<file path="config.mk">
export PLATFORM = sky130hd
export DESIGN_NAME = hm_tx_arbiter
export DESIGN_NICKNAME = d
export VERILOG_FILES = /design/src/rtl/hm_tx_arbiter.sv
export SDC_FILE = /design/constraint.sdc
export NUM_CORES = 1
export LEC_CHECK = 0
export CORE_AREA = 2 2 123 125
export CTS_BUF_LIST = sky130_fd_sc_hd__clkbuf_8
export DETAILED_ROUTE_END_ITERATION = 6
export DIE_AREA = 0 0 125 127
export GPL_TIMING_DRIVEN = 0
export PLACE_DENSITY = 0.71
export SLEW_MARGIN = 5
export SYNTH_ARGS = -nofsm -noshare
export SYNTH_HDL_FRONTEND = slang
export SYNTH_SLANG_ARGS = --single-unit
</file>
<file path="constraint.sdc">
create_clock -name sys_clk -period 3.63 [get_ports sys_clk]
set_clock_uncertainty 0.05 [all_clocks]
set_input_delay 1.089 -clock sys_clk [delete_from_list [all_inputs] [get_ports sys_clk]]
set_output_delay 1.089 -clock sys_clk [all_outputs]
set_load 0.01 [all_outputs]
</file>
<file path="src/rtl/hm_tx_arbiter.sv">
// Packet-atomic round-robin arbiter sharing the 64-bit TRN transmit port between three TLP sources.
// Define HM_TX_ARB_STATS_EN to add per-source packet counters and an abort counter.
module hm_tx_arbiter #(
   parameter int unsigned PRIO_CPL    = 1,
   parameter int unsigned WDOG_CYCLES = 4096
) (
   input  logic         sys_clk,
   input  logic         sys_rst,
   input  logic [191:0] src_td,
   input  logic [23:0]  src_trem_n,
   input  logic [2:0]   src_tsof_n,
   input  logic [2:0]   src_teof_n,
   input  logic [2:0]   src_tsrc_rdy_n,
   output logic [2:0]   src_tdst_rdy_n,
   output logic [2:0]   src_abort,
   output logic [63:0]  trn_td,
   output logic [7:0]   trn_trem_n,
   output logic         trn_tsof_n,
   output logic         trn_teof_n,
   output logic         trn_tsrc_rdy_n,
   output logic         trn_tsrc_dsc_n,
   input  logic         trn_tdst_rdy_n,
   input  logic [5:0]   trn_tbuf_av,
`ifdef HM_TX_ARB_STATS_EN
   output logic [47:0]  stat_pkt,
   output logic [7:0]   stat_abort,
`endif
   input  logic         trn_lnk_up_n
);

   localparam int unsigned WdogW = (WDOG_CYCLES > 1) ? $clog2(WDOG_CYCLES + 1) : 1;
   localparam logic [WdogW-1:0] WdogLast = WdogW'((WDOG_CYCLES == 0) ? 0 : WDOG_CYCLES - 1);

   typedef enum logic [1:0] {StIdle, StXfer, StDsc} state_e;

   state_e           state_q;
   logic [1:0]       g_q;
   logic [1:0]       rr_q;
   logic [WdogW-1:0] wdog_q;
   logic [2:0]       abort_q;

   logic [2:0]  elig;
   logic [1:0]  win;
   logic [1:0]  rr_p1;
   logic [1:0]  rr_p2;
   logic [1:0]  g_next;
   logic [63:0] g_td;
   logic [7:0]  g_trem_n;
   logic        g_vld;
   logic        beat;
   logic        eof_beat;
   logic        abort_evt;

   function automatic logic [1:0] rr_inc(input logic [1:0] v);
      return (v == 2'd2) ? 2'd0 : v + 2'd1;
   endfunction

   // Class mapping: completions use bit2, non-posted reads bit0, posted writes bit1.
   assign elig[0] = ~src_tsrc_rdy_n[0] & ~src_tsof_n[0] & ~trn_lnk_up_n & trn_tbuf_av[2];
   assign elig[1] = ~src_tsrc_rdy_n[1] & ~src_tsof_n[1] & ~trn_lnk_up_n & trn_tbuf_av[0];
   assign elig[2] = ~src_tsrc_rdy_n[2] & ~src_tsof_n[2] & ~trn_lnk_up_n & trn_tbuf_av[1];

   assign rr_p1  = rr_inc(rr_q);
   assign rr_p2  = rr_inc(rr_p1);
   assign g_next = rr_inc(g_q);

   always_comb begin
      win = rr_q;
      if ((PRIO_CPL != 0) && elig[0]) begin
         win = 2'd0;
      end else if (elig[rr_q]) begin
         win = rr_q;
      end else if (elig[rr_p1]) begin
         win = rr_p1;
      end else begin
         win = rr_p2;
      end
   end

   always_comb begin
      unique case (g_q)
         2'd1:    begin g_td = src_td[127:64];  g_trem_n = src_trem_n[15:8];  end
         2'd2:    begin g_td = src_td[191:128]; g_trem_n = src_trem_n[23:16]; end
         default: begin g_td = src_td[63:0];    g_trem_n = src_trem_n[7:0];   end
      endcase
   end

   assign g_vld     = ~src_tsrc_rdy_n[g_q];
   assign beat      = (state_q == StXfer) & ~trn_lnk_up_n & g_vld & ~trn_tdst_rdy_n;
   assign eof_beat  = beat & ~src_teof_n[g_q];
   assign abort_evt = ((state_q == StXfer) & trn_lnk_up_n) |
                      ((state_q == StDsc) & (~trn_tdst_rdy_n | trn_lnk_up_n));

   // Outputs are forced to idle values while reset is held so a packet stops immediately.
   always_comb begin
      trn_td         = '0;
      trn_trem_n     = '0;
      trn_tsof_n     = 1'b1;
      trn_teof_n     = 1'b1;
      trn_tsrc_rdy_n = 1'b1;
      trn_tsrc_dsc_n = 1'b1;
      src_tdst_rdy_n = 3'b111;
      if (!sys_rst) begin
         case (state_q)
            StXfer: begin
               if (!trn_lnk_up_n) begin
                  trn_td              = g_td;
                  trn_trem_n          = g_trem_n;
                  trn_tsof_n          = src_tsof_n[g_q];
                  trn_teof_n          = src_teof_n[g_q];
                  trn_tsrc_rdy_n      = src_tsrc_rdy_n[g_q];
                  src_tdst_rdy_n[g_q] = trn_tdst_rdy_n;
               end
            end
            StDsc: begin
               trn_td         = g_td;
               trn_trem_n     = g_trem_n;
               trn_teof_n     = 1'b0;
               trn_tsrc_rdy_n = 1'b0;
               trn_tsrc_dsc_n = 1'b0;
            end
            default: ;
         endcase
      end
   end

   assign src_abort = abort_q;

   always_ff @(posedge sys_clk) begin
      if (sys_rst) begin
         state_q <= StIdle;
         g_q     <= 2'd0;
         rr_q    <= 2'd0;
         wdog_q  <= '0;
         abort_q <= 3'b000;
      end else begin
         abort_q <= 3'b000;
         case (state_q)
            StIdle: begin
               if (|elig) begin
                  g_q     <= win;
                  wdog_q  <= '0;
                  state_q <= StXfer;
               end
            end
            StXfer: begin
               if (abort_evt) begin
                  abort_q <= 3'b001 << g_q;
                  rr_q    <= g_next;
                  state_q <= StIdle;
               end else if (beat) begin
                  wdog_q <= '0;
                  if (eof_beat) begin
                     rr_q    <= g_next;
                     state_q <= StIdle;
                  end
               end else if (WDOG_CYCLES != 0) begin
                  if (wdog_q == WdogLast) begin
                     state_q <= StDsc;
                  end else begin
                     wdog_q <= wdog_q + 1'b1;
                  end
               end
            end
            StDsc: begin
               if (abort_evt) begin
                  abort_q <= 3'b001 << g_q;
                  rr_q    <= g_next;
                  state_q <= StIdle;
               end
            end
            default: state_q <= StIdle;
         endcase
      end
   end

`ifdef HM_TX_ARB_STATS_EN
   logic [47:0] pkt_q;
   logic [7:0]  abrt_q;

   always_ff @(posedge sys_clk) begin
      if (sys_rst) begin
         pkt_q  <= '0;
         abrt_q <= '0;
      end else begin
         for (int i = 0; i < 3; i++) begin
            if (eof_beat && (g_q == 2'(i))) begin
               pkt_q[16*i +: 16] <= pkt_q[16*i +: 16] + 16'd1;
            end
         end
         if (abort_evt && (abrt_q != 8'hff)) begin
            abrt_q <= abrt_q + 8'd1;
         end
      end
   end

   assign stat_pkt   = pkt_q;
   assign stat_abort = abrt_q;
`endif

endmodule

</file>
Word-level counts from Yosys, hierarchy flattened
Index checks and enable logic that the tools add are counted.
{"block": "word_totals", "input_bits": 235, "elab_cells": 128, "out_inout_bits": 82, "regBits": 22}
{"block": "classes", "n_addsub": 4, "n_shift": 1, "reduce_logical": 11, "n_eq_ne": 15, "n_mux": 57, "n_bitwise": 31, "magnitude_cmp": 4}
{"op": "case mux 64 bit (2 select lines)", "n": 2}
{"op": "2-to-1 mux 64 bit", "n": 2}
{"op": "2-to-1 mux 13 bit", "n": 4}
{"op": "2-to-1 mux 2 bit", "n": 16}
{"op": "case mux 8 bit (2 select lines)", "n": 2}
{"op": "case mux 13 bit (2 select lines)", "n": 1}
{"op": "2-to-1 mux 8 bit", "n": 2}
{"op": "AND 1 bit", "n": 15}
{"op": "2-to-1 mux 1 bit", "n": 15}
{"op": "adder 13 x 1 -> 13 bit (second input constant)", "n": 1}
{"op": "== test 13 x 12 -> 1 bit (second input constant)", "n": 1}
{"op": "inverter 1 bit", "n": 12}
{"op": "AND reduction 4 bit", "n": 3}
{"op": "binary-select mux 1 bit (select 2 bit)", "n": 5}
{"op": "less-than comparator 2 x 3 -> 1 bit (second input constant)", "n": 3}
{"op": "2-to-1 mux 3 bit", "n": 3}
{"op": "inequality test 3 bit (second input constant)", "n": 3}
{"op": "== test 2 bit (second input constant)", "n": 4}
{"op": "adder 2 x 1 -> 2 bit (second input constant)", "n": 3}
{"op": "inequality test 2 bit (second input constant)", "n": 3}
{"op": "case mux 2 bit (3 select lines)", "n": 1}
{"op": "OR reduction 3 bit", "n": 2}
{"op": "== test 2 x 1 -> 1 bit (second input constant)", "n": 2}
{"op": "inequality test 4 x 3 -> 1 bit (second input constant)", "n": 1}
{"op": "other kinds (14)", "n": 17}

Longest topological paths before layout
{"block": "logic_depth", "word_depth": 10, "ltp_mapped": 9, "ltp_nobuf": 7}

Worst setup path before layout
Ideal clock, no wire load.
{"block": "synth_timing", "path_type": "input port to output port", "start": "input port trn_lnk_up_n", "end": "output port trn_td[0]", "path_stages": 5, "required_ps": 2491, "arrival_ps": 2117, "path_slack_ps": 374, "path_buffers": 2, "path_cell_list": "nor2b_1 clkbuf_1 o21ai_1 clkbuf_1 a211oi_1"}
{"block": "synth_via", "elab_chain_cells": 3}
{"item": "from (decl)", "line": "28", "source": "input logic trn_lnk_up_n"}
{"item": "2-to-1 mux 64 bit", "line": "106", "source": "if (!trn_lnk_up_n) begin"}
{"item": "case mux 64 bit (2 select lines)", "line": "104", "source": "case (state_q)"}
{"item": "2-to-1 mux 64 bit", "line": "103", "source": "if (!sys_rst) begin"}
{"item": "to (decl)", "line": "16", "source": "output logic [63:0] trn_td,"}
Every way passes these cells.

Worst setup path after layout
{"block": "layout_timing", "start": "input port sys_rst", "end": "output port trn_td[58]"}
{"block": "layout_via", "elab_chain_cells": 1}
{"item": "from (decl)", "line": "8", "source": "input logic sys_rst,"}
{"item": "2-to-1 mux 64 bit", "line": "103"}
Every way passes these cells.

==> flow_summary_export.csv <==
group,metric,value,unit
detailed_routing,totalWireLength,19200,um
cells_and_area,drive_gt1_share,18.8,%
clock_network,clk_transition_reported_paths,90,ps
critical_path,path_delay_family,"buffers and inverters",
sta,hold_viol_final,0,
job,maxCapViolCount,0,
synth,synth.distinct_cells,44,
detailed_routing,routed_wire_length_per_instance,20.6,um
status,run_status,"finished, final reports clean",
global_route,grt_pass1_vias,4819,
floorplanning,die_h,127,um
synth,synth_async_sr_flop_share,0,%
cells_and_area,layout.core_utilization,45.9,%
global_route,maximum_number_of_pins_on_one_net_before_global_route_repair,14,
critical_path,critical_path.n_buffers_inverters,4,
detailed_routing,post_drt_via_cell_ratio,5.13,
synth,mappedNetlistNets,678,
clock_network,clock_path_buffers,2,
cells_and_area,nets,997,
floorplanning,placement_rows,44,
synth,synthesis.yosys.warnings,0,
placed_design,gpl.final_weighted_congestion,0.889,
placed_design,placedCellCount,931,
critical_path,timing.critical_path.slowest_cell_delay,300,ps
floorplanning,io-pin-count,317,
global_route,grt_remaining_overflow,0,
sta,slew_violations,0,
global_route,antenna_found_initial,0,
cells_and_area,area.growth.synth_to_final,122,%
clock_network,root_buffer,"clkbuf_8",
critical_path,critPathArrivalTime,2450,ps
power,total_leakage_power,2.42,nW
synth,ys.flop_type,"dfxtp_1",
cells_and_area,final_cell_count_no_fill,936,
synth,syn-mean-instance-area,6.88,um2
floorplanning,core_region_area,14400,um2
critical_path,critical-path-slowest-cell,"dlygate4sd1_1",
critical_path,worstSetupStartpointType,"primary input",
sta,period_share,98.9,%
sta,fmax,279,MHz
critical_path,worstSetupPathType,"primary input to output port",
sta,final_count_of_negative_setup_slack_endpoints,0,
hold_path,timing.hold.worst.class,"flop to flop",
synth,synth-edff-count,0,
floorplanning,start_util,20.7,%
cells_and_area,fin_area,6620,um2
detailed_routing,first_iter_violations,332,
synth,postSynthRegisterBits,22,
critical_path,cp-end-kind,"output port",
synth,post_synth_instance_area,2990,um2
critical_path,path_cells,"dlygate4sd2_1 -> nor2b_4 -> o21ai_4 -> buf_12 -> clkbuf_8 -> a211oi_1 -> dlygate4sd1_1",
detailed_routing,drt-pass1-iter-count,4,
placed_design,placed_area,6350,um2
clock_network,cts_htree_levels,1,
detailed_routing,final_antenna_net_count,0,
power,vdd_ir_drop_max,125,uV
global_route,first_pass_grt_wire_length,28100,um
clock_network,insertion_delay,270,ps
placed_design,buffer_ports.inserted,313,
cells_and_area,antenna_diode_count,0,
clock_network,num_cts_buffers,3,
clock_network,tritoncts_num_sinks,22,
detailed_routing,num_vias,4806,
sta,max_slew.worst_pin.slew,808,ps
critical_path,cp.required,2490,ps
floorplanning,chipWidth,125,um
power,power.density,213,nW/um2
detailed_routing,drc_errors,0,
sta,worst_slew_margin_rel,46.0,%
floorplanning,die_area,15900,um2
sta,layout_min_cycle_time,3590,ps
synth,seq_area_frac_synth,14.7,%
synth,syn-instance-count,434,
global_route,track_usage,22.5,%
clock_network,clock_tree_from_tritoncts,"built",
placed_design,dpl.hpwl,16000,um
critical_path,cp_max_fo,10,
==> state kept, by name, indices dropped and copies added, names as in the netlist <==
register   cells
src_abort      3
g_q            2
wdog_q        13
rr_q           2
state_q        2
==> timing repair <==
action,in CTS,in global routing
hold buffers,0,0
pin swaps,8,0
setup buffers,3,1
resized for setup,315,70
endpoints found under the setup margin,79,64
==> metal layers <==
metal / share of wire [%] / up-vias / track usage [%]
met3: 7.4 / 15 / 4.27
met4: 1.1 / 0 / 3.01
met1: 37 / 2237 / 26.2
li1: - / 2327 / -
met2: 55 / 227 / 43.7
met5: 0 / - / 0
==> cell usage in the layout, fill, tap and decap left out, types with 3 or more instances in the layout <==
| cell | n |
|---|---|
| a211oi_1 | 56 |
| a211oi_2 | 12 |
| a211oi_4 | 8 |
| a21oi_1 | 9 |
| a22oi_1 | 72 |
| a22oi_2 | 3 |
| and3_1 | 3 |
| buf_2 | 31 |
| buf_4 | 4 |
| clkbuf_1 | 3 |
| clkbuf_2 | 38 |
| clkbuf_4 | 8 |
| clkbuf_8 | 8 |
| clkdlybuf4s15_2 | 12 |
| clkdlybuf4s50_1 | 232 |
| dfxtp_1 | 21 |
| dlygate4sd1_1 | 6 |
| dlygate4sd2_1 | 18 |
| ha_1 | 6 |
| ha_4 | 3 |
| inv_1 | 7 |
| mux2i_1 | 5 |
| nand2_1 | 11 |
| nand2b_1 | 11 |
| nand3_1 | 9 |
| nand4_1 | 3 |
| nor2_1 | 81 |
| nor2b_1 | 5 |
| nor3_1 | 7 |
| nor4b_2 | 4 |
| o21ai_0 | 3 |
| o31ai_1 | 6 |
| or4_1 | 4 |
==> cell families after synthesis <==
logic type / synth area share [%]
AO/OA/AOI/OAI: 46.4
AND/OR/NAND/NOR: 24.9
buffers and inverters: 7.12
flip-flops: 14.7
adder cells (fa/ha/maj): 3.77
multiplexers: 2.76
XOR/XNOR: 0.293
==> per-stage QoR <==
| step | hold slack (ps) | setup TNS [ps] | power (W) | setup slack (ps) |
|---|---|---|---|---|
| 6_report | 431 | 0 | 0.00141 | 41.1 |
| 5_1_grt | 444 | -3.44 | 0.00150 | -3.44 |
| 4_1_cts | 434 | 0 | 0.00139 | 1.44 |
| 3_5_place_dp | 420 | -112330 | 0.00111 | -1710 |
| 3_3_place_gp | 417 | -109740 | 0.00111 | -1680 |
| 2_1_floorplan | 402 | 0 | 0.000684 | 374 |
==> cells in the mapped netlist, drive strengths merged, types with 3 or more instances <==
| library cell | n | area [um2] |
|---|---|---|
| nor2b | 6 | 37.5 |
| nor3 | 8 | 40.0 |
| o31ai | 6 | 45.0 |
| nand2 | 11 | 41.3 |
| or4 | 4 | 30.0 |
| a211oi | 76 | 571 |
| and3 | 3 | 18.8 |
| clkbuf | 46 | 173 |
| nor2 | 81 | 304 |
| nor4b | 5 | 68.8 |
| mux2i | 6 | 60.1 |
| nand3 | 9 | 45.0 |
| nand4 | 3 | 18.8 |
| inv | 8 | 30.0 |
| a22oi | 75 | 563 |
| dfxtp | 22 | 440 |
| ha | 9 | 113 |
| o21ai | 5 | 25.0 |
| a21oi | 9 | 45.0 |
| nand2b | 11 | 68.8 |
==> worst register-to-register path: stages (launching register included) <==
cell and delay (ps):
dfxtp_1 360, inv_1 70, ha_1 260, nor2b_1 160
clkbuf_4 160, buf_4 150, a22oi_1 480, a211oi_1 160
or2_1 250, clkbuf_1 230, a311oi_1 250
==> cell type report <==
| class | count | area, um2 |
|---|---|---|
| timing repair buffer | 317 | 2960 |
| clock buffer | 3 | 41.3 |
| buffer | 45 | 305 |
| clock inverter | 1 | 30.0 |
| fill | 1491 | 7800 |
| tap | 184 | 230 |
| multi-input combinational | 356 | 2580 |
| inverter | 8 | 33.8 |
| sequential | 22 | 442 |
==> final timing paths <==
path	startpoint	endpoint	slack (ps)	cells past startpoint
hold / removal	wdog_q[12]	wdog_q[12]	430	1
hold reg to reg	wdog_q[12]	wdog_q[12]	430	1
setup / recovery	sys_rst	trn_td[58]	40	7
setup reg to reg	state_q[1]	wdog_q[2]	980	10
==> power by group <==
| group | internal [W] | leakage [nW] | switching [W] |
|---|---|---|---|
| clock network | 0.000148 | 0.0357 | 0.0000895 |
| registers | 0.000268 | 0.178 | 0.0000214 |
| logic | 0.000447 | 2.21 | 0.000435 |
| total | 0.000862 | 2.42 | 0.000546 |
No activity file was read; power rests on OpenSTA's default activity.
